## config.mk

```make
export PLATFORM = sky130hd
export DESIGN_NAME = enc_1_act
export DESIGN_NICKNAME = d
export VERILOG_FILES = /design/src/rtl/enc_1_act_pkg.sv /design/src/rtl/enc_1_act_plan_sigmoid.sv /design/src/rtl/enc_1_act.sv
export SDC_FILE = /design/constraint.sdc
export NUM_CORES = 1
export LEC_CHECK = 0
export CAP_MARGIN = 40
export CORE_MARGIN = 1
export CORE_UTILIZATION = 31
export DETAILED_ROUTE_END_ITERATION = 10
export MAX_ROUTING_LAYER = met4
export SLEW_MARGIN = 20
export SYNTH_ARGS = -nofsm -noshare
export SYNTH_HDL_FRONTEND = slang
export SYNTH_SLANG_ARGS = --single-unit
```

## constraint.sdc

```tcl
create_clock -name clk -period 8.69 [get_ports clk]
set_input_delay 1.3035 -clock clk [delete_from_list [all_inputs] [get_ports clk]]
set_output_delay 1.3035 -clock clk [all_outputs]
set_load 0.01 [all_outputs]
```

## src/rtl/enc_1_act_pkg.sv

```systemverilog
// Shared types and FRAC-scaled constants for the encoder activation stage.
// The constant helpers assume FRAC >= 5 so every constant is an exact shift.
package enc_1_act_pkg;

  typedef enum logic [1:0] {
    IDLE = 2'd0,
    RUN  = 2'd1,
    HOLD = 2'd2
  } state_t;

  localparam int ACT_PLAN = 0;
  localparam int ACT_RELU = 1;

  localparam int FRAC_DEFAULT = 16;

  function automatic longint one_c(input int frac);
    return longint'(1) << frac;
  endfunction

  function automatic longint thr_5_c(input int frac);
    return longint'(5) << frac;
  endfunction

  // 2.375 = 19/8
  function automatic longint thr_2375_c(input int frac);
    return longint'(19) << (frac - 3);
  endfunction

  // 0.84375 = 27/32
  function automatic longint c_084375_c(input int frac);
    return longint'(27) << (frac - 5);
  endfunction

  function automatic longint c_0625_c(input int frac);
    return longint'(5) << (frac - 3);
  endfunction

  function automatic longint c_05_c(input int frac);
    return longint'(1) << (frac - 1);
  endfunction

  localparam longint ONE      = one_c(FRAC_DEFAULT);
  localparam longint THR_5    = thr_5_c(FRAC_DEFAULT);
  localparam longint THR_2375 = thr_2375_c(FRAC_DEFAULT);
  localparam longint C_084375 = c_084375_c(FRAC_DEFAULT);
  localparam longint C_0625   = c_0625_c(FRAC_DEFAULT);
  localparam longint C_05     = c_05_c(FRAC_DEFAULT);

endpackage

```

## src/rtl/enc_1_act_plan_sigmoid.sv

```systemverilog
// Combinational shift-only PLAN sigmoid with an optional ReLU bypass.
module plan_sigmoid
  import enc_1_act_pkg::*;
#(
  parameter int BITSIZE = 24,
  parameter int FRAC    = 16,
  parameter int ACT     = 0
) (
  input  logic [BITSIZE-1:0] v,
  output logic [BITSIZE-1:0] s
);

  localparam logic [BITSIZE-1:0] K_ONE      = BITSIZE'(one_c(FRAC));
  localparam logic [BITSIZE-1:0] K_THR_5    = BITSIZE'(thr_5_c(FRAC));
  localparam logic [BITSIZE-1:0] K_THR_2375 = BITSIZE'(thr_2375_c(FRAC));
  localparam logic [BITSIZE-1:0] K_C_084375 = BITSIZE'(c_084375_c(FRAC));
  localparam logic [BITSIZE-1:0] K_C_0625   = BITSIZE'(c_0625_c(FRAC));
  localparam logic [BITSIZE-1:0] K_C_05     = BITSIZE'(c_05_c(FRAC));
  localparam logic [BITSIZE-1:0] MOST_NEG   = {1'b1, {(BITSIZE-1){1'b0}}};
  localparam logic [BITSIZE-1:0] MOST_POS   = {1'b0, {(BITSIZE-1){1'b1}}};

  logic                neg;
  logic [BITSIZE-1:0]  a;
  logic [BITSIZE-1:0]  s_pos;
  logic [BITSIZE-1:0]  sig;
  logic [BITSIZE-1:0]  relu;

  // a is always non-negative, so the threshold compares can stay unsigned
  always_comb begin
    neg   = v[BITSIZE-1];
    a     = v;
    s_pos = '0;
    sig   = '0;
    relu  = '0;
    if (neg) begin
      a = (v == MOST_NEG) ? MOST_POS : -v;
    end
    if (a >= K_THR_5) begin
      s_pos = K_ONE;
    end else if (a >= K_THR_2375) begin
      s_pos = (a >> 5) + K_C_084375;
    end else if (a >= K_ONE) begin
      s_pos = (a >> 3) + K_C_0625;
    end else begin
      s_pos = (a >> 2) + K_C_05;
    end
    sig  = neg ? (K_ONE - s_pos) : s_pos;
    relu = neg ? '0 : v;
    s    = (ACT == ACT_RELU) ? relu : sig;
  end

endmodule

```

## src/rtl/enc_1_act.sv

```systemverilog
// Activation stage after the 10->6 encoder layer: captures a vector, activates
// one element per cycle through a single shared unit, then holds the result.
module enc_1_act
  import enc_1_act_pkg::*;
#(
  parameter int BITSIZE = 24,
  parameter int FRAC    = 16,
  parameter int N       = 6,
  parameter int ACT     = 0
) (
  input  logic                 clk,
  input  logic                 reset,
  input  logic                 in_valid,
  output logic                 in_ready,
  input  logic [BITSIZE*N-1:0] x,
  output logic                 out_valid,
  input  logic                 out_ready,
  output logic [BITSIZE*N-1:0] y
);

  localparam int IDX_W = (N > 1) ? $clog2(N) : 1;
  localparam logic [IDX_W-1:0] LAST = IDX_W'(N - 1);

  state_t             state;
  logic [IDX_W-1:0]   idx;
  logic [BITSIZE-1:0] in_buf [N];
  logic [BITSIZE-1:0] y_q    [N];
  logic [BITSIZE-1:0] act_in;
  logic [BITSIZE-1:0] act_out;

  assign act_in   = in_buf[idx];
  assign in_ready = (state == IDLE);

  plan_sigmoid #(
    .BITSIZE (BITSIZE),
    .FRAC    (FRAC),
    .ACT     (ACT)
  ) u_act (
    .v (act_in),
    .s (act_out)
  );

  always_ff @(posedge clk or posedge reset) begin
    if (reset) begin
      state     <= IDLE;
      idx       <= '0;
      out_valid <= 1'b0;
      for (int i = 0; i < N; i++) begin
        in_buf[i] <= '0;
        y_q[i]    <= '0;
      end
    end else begin
      case (state)
        IDLE: begin
          if (in_valid) begin
            for (int i = 0; i < N; i++) begin
              in_buf[i] <= x[BITSIZE*i +: BITSIZE];
            end
            idx   <= '0;
            state <= RUN;
          end
        end
        RUN: begin
          y_q[idx] <= act_out;
          if (idx == LAST) begin
            idx       <= '0;
            out_valid <= 1'b1;
            state     <= HOLD;
          end else begin
            idx <= idx + 1'b1;
          end
        end
        // in_valid is deliberately ignored here; a new vector waits for IDLE
        HOLD: begin
          if (out_ready) begin
            out_valid <= 1'b0;
            state     <= IDLE;
          end
        end
        default: begin
          out_valid <= 1'b0;
          state     <= IDLE;
        end
      endcase
    end
  end

  for (genvar g = 0; g < N; g++) begin : g_pack
    assign y[BITSIZE*g +: BITSIZE] = y_q[g];
  end

endmodule

```

==> results.cfg <==
[pwr]
powerDensity_mw_per_mm2 = 493
ir_drop_mv = 0.443
p_leak_nw = 7.88
total_power_mw = 9.44

[routing]
drtIter0Drc = 673
drcViolationCount = 0
avgRoutedWirePerCell_um = 19.6
viasPerCell = 4.98
wirelength_um = 42200
dr.pass1.iters = 5
num_vias = 10700
ant_nets = 0

[logic_synthesis]
yosysMostFrequentCell = dfrtp_1
yosysTopAreaCellShare = 0.513
synth_top_family_by_area = multiplexers
synth_xor_area_frac = 0.0224
yosysWarnings = 0
syn_area_per_cell_um2 = 11.5
yosysTopAreaCell = dfrtp_1
synth_adder_area_share = 0.00786
synth_area_leaders = dfrtp_1 (51%), mux2_2 (18%), nand2_1 (4.6%), o21ai_0 (2.2%), o21ai_1 (1.9%)
yosys.area_share.simple = 0.103
ys_ff_latch = 294
yosys-top-cells-count = dfrtp_1 (294), mux2_2 (235), nand2_1 (175)
synth_edf_count = 0
synth_area_mm2 = 0.0143
synthMuxAreaShare = 0.211
synthFlopType = dfrtp_1
synth_nets = 1401
netlist_instances = 1244
ys_seq_area_frac = 0.513
yosysUniqueCellTypes = 89
synth_compound_area_frac = 0.116
async_flop_share = 1.00

[floorplan]
die_w_um = 217
rows = 78
die_y_um = 217
die-area_mm2 = 0.0471
start_util = 0.315
pin_count = 294
core_area_mm2 = 0.0455

[timing]
worst_slack_ns = 1.14
fmax_ghz = 0.132
finalSetupViolations = 0
finalCriticalPeriod_ns = 7.55
fin_crit_sh = 0.869
hold_violations = 0
finalMaxSlewViolations = 0
worst_pin_slew_ns = 1.01
max-slew-margin-rel = 0.326
rsz0062_at_grt = no
skew_ns = 0.0271
setup_tns_ns = 0

[final_layout]
instances_no_fill = 2155
multi_input_area_mm2 = 0.00660
fin_nets = 1686
seqCellArea_mm2 = 0.00736
final.fill_count = 4379
antenna_cells = 0
area_delta_synth_final_pct = 33.7
drive_gt1_frac = 0.234

[placed_design]
hpwl_um = 30800
post-place-ws_ns = 0.869
place_inst = 2090
place_congestion = 0.862
portBuffers = 293

[grt]
grt_max_degree = 164
grt_overflow = 0
antenna_found_initial = 0
grt_pass1_wl_um = 66700
grt_pass1_vias = 11200
grt_usage = 0.188

[clock_tree]
hold_buffers = 0
cts_tree = yes
clockBufferDepth = 3
clock-root-buffer = clkbuf_16
clk_pin_slew_ns = 0.06
cts-resized-gates = 0
htreeDepth = 2
insertion_delay_ns = 0.55
post-cts-setup-buffers = 0
cts.sinks = 294
cts_buffers = 35

[worst_setup_path]
path_common_cell = nand2_1
cp_top_family = simple AND/OR/NAND/NOR gates
r2r_cells = 19
slowest_delay_ns = 0.88
critPathMaxFanout = 29
arrival_ns = 7.98
path_cells = mux2_1, a222oi_1, nand4_2, or4_4, or3_1, nand2_1, ha_1, inv_1, nor4b_2, nand3_1, nand2_1, nand2_1, o21ai_1, clkinv_1, ha_1, nor3b_4, a21oi_1, xnor2_1, mux2_1
worst_setup_path_end_kind = register
setup.worst_path.class = reg -> reg
crit_buf_inv = 2
cp_num_cells = 19
cpMaxStageDelayCell = a222oi_1
cp-start-kind = register
critPathRequiredTime_ns = 9.12

[hold_path]
min_path_cells = 2
worst_hold_path_type = reg -> reg

[run_status]
status = finished clean

[run]
max_cap_viol_count = 0
where the power goes:
part           total [mW]  internal [mW]  leakage (nW)  switching [mW]
Sequential           2.24           1.93          3.74           0.317
Clock                1.49          0.893         0.568           0.602
Combinational        5.70           2.34          3.57            3.37
Total                9.44           5.16          7.88            4.29
layout by cell type, fill, tap and decap left out, drive strengths merged, types with 7 or more instances in the layout:
cell	n
nand4	7
buf	29
a222oi	12
o21ai	117
clkinv	9
nand3	16
inv	18
dfrtp	294
xnor2	24
nor2	33
nand2b	11
a21oi	25
xor2	11
mux2	245
nor3	14
mux2i	17
a31oi	11
and3	8
o211ai	9
ha	9
clkdlybuf4s50	293
nand2	175
clkbuf	46
metrics by stage:
step                hold slack (ns)   util  area, um2
floorplan                     0.473      -      14300
CTS                           0.480  0.421      19100
detailed placement            0.465  0.395      18000
global placement              0.461  0.393      17900
global route                  0.491  0.421      19200
finish                        0.474  0.421      19200
per-layer routing:
layer	track usage	routed length [um]
met5	-	0
met3	0.0396	2000
met2	0.311	21200
met1	0.234	18200
met4	0.0469	809
worst min-delay path: stages (launching register included):
cell	delay [ns]
dfrtp_1	0.34
nand2_1	0.04
o21ai_0	0.05
area by class of cell:
class	count	share of cell area
clock buffers	46	0.0511
clock inverters	17	0.0104
inverters	18	0.00372
multi-input cells	858	0.344
flip-flops and latches	294	0.384
well taps	600	0.0392
repair buffers	322	0.167
flip-flops by register name, indices dropped and copies added, names as in the netlist:
name,cells
in_buf,144
state,2
idx,3
out_valid,1
y,144
cell families after synthesis:
| logic type | after synthesis |
|---|---|
| simple gates | 301 |
| flops | 294 |
| mux | 266 |
| compound gates | 247 |
| buf+inv | 92 |
| xor+xnor | 35 |
| fa+ha+maj | 9 |
final timing paths:
| kind | startpoint | end | slack (ns) |
|---|---|---|---|
| setup / recovery | idx[0]$_DFFE_PP0P_ | y[10]$_DFFE_PP0P_ | 1.14 |
| hold / removal | y[125]$_DFFE_PP0P_ | y[125]$_DFFE_PP0P_ | 0.47 |
| setup reg to reg | idx[0]$_DFFE_PP0P_ | y[10]$_DFFE_PP0P_ | 1.14 |
| hold reg to reg | y[125]$_DFFE_PP0P_ | y[125]$_DFFE_PP0P_ | 0.47 |
| max in group asynchronous | reset | y[75]$_DFFE_PP0P_ | 5.92 |
| min in group asynchronous | reset | in_buf[122]$_DFFE_PP0P_ | 1.22 |
No activity file was read; power rests on OpenSTA's default activity.
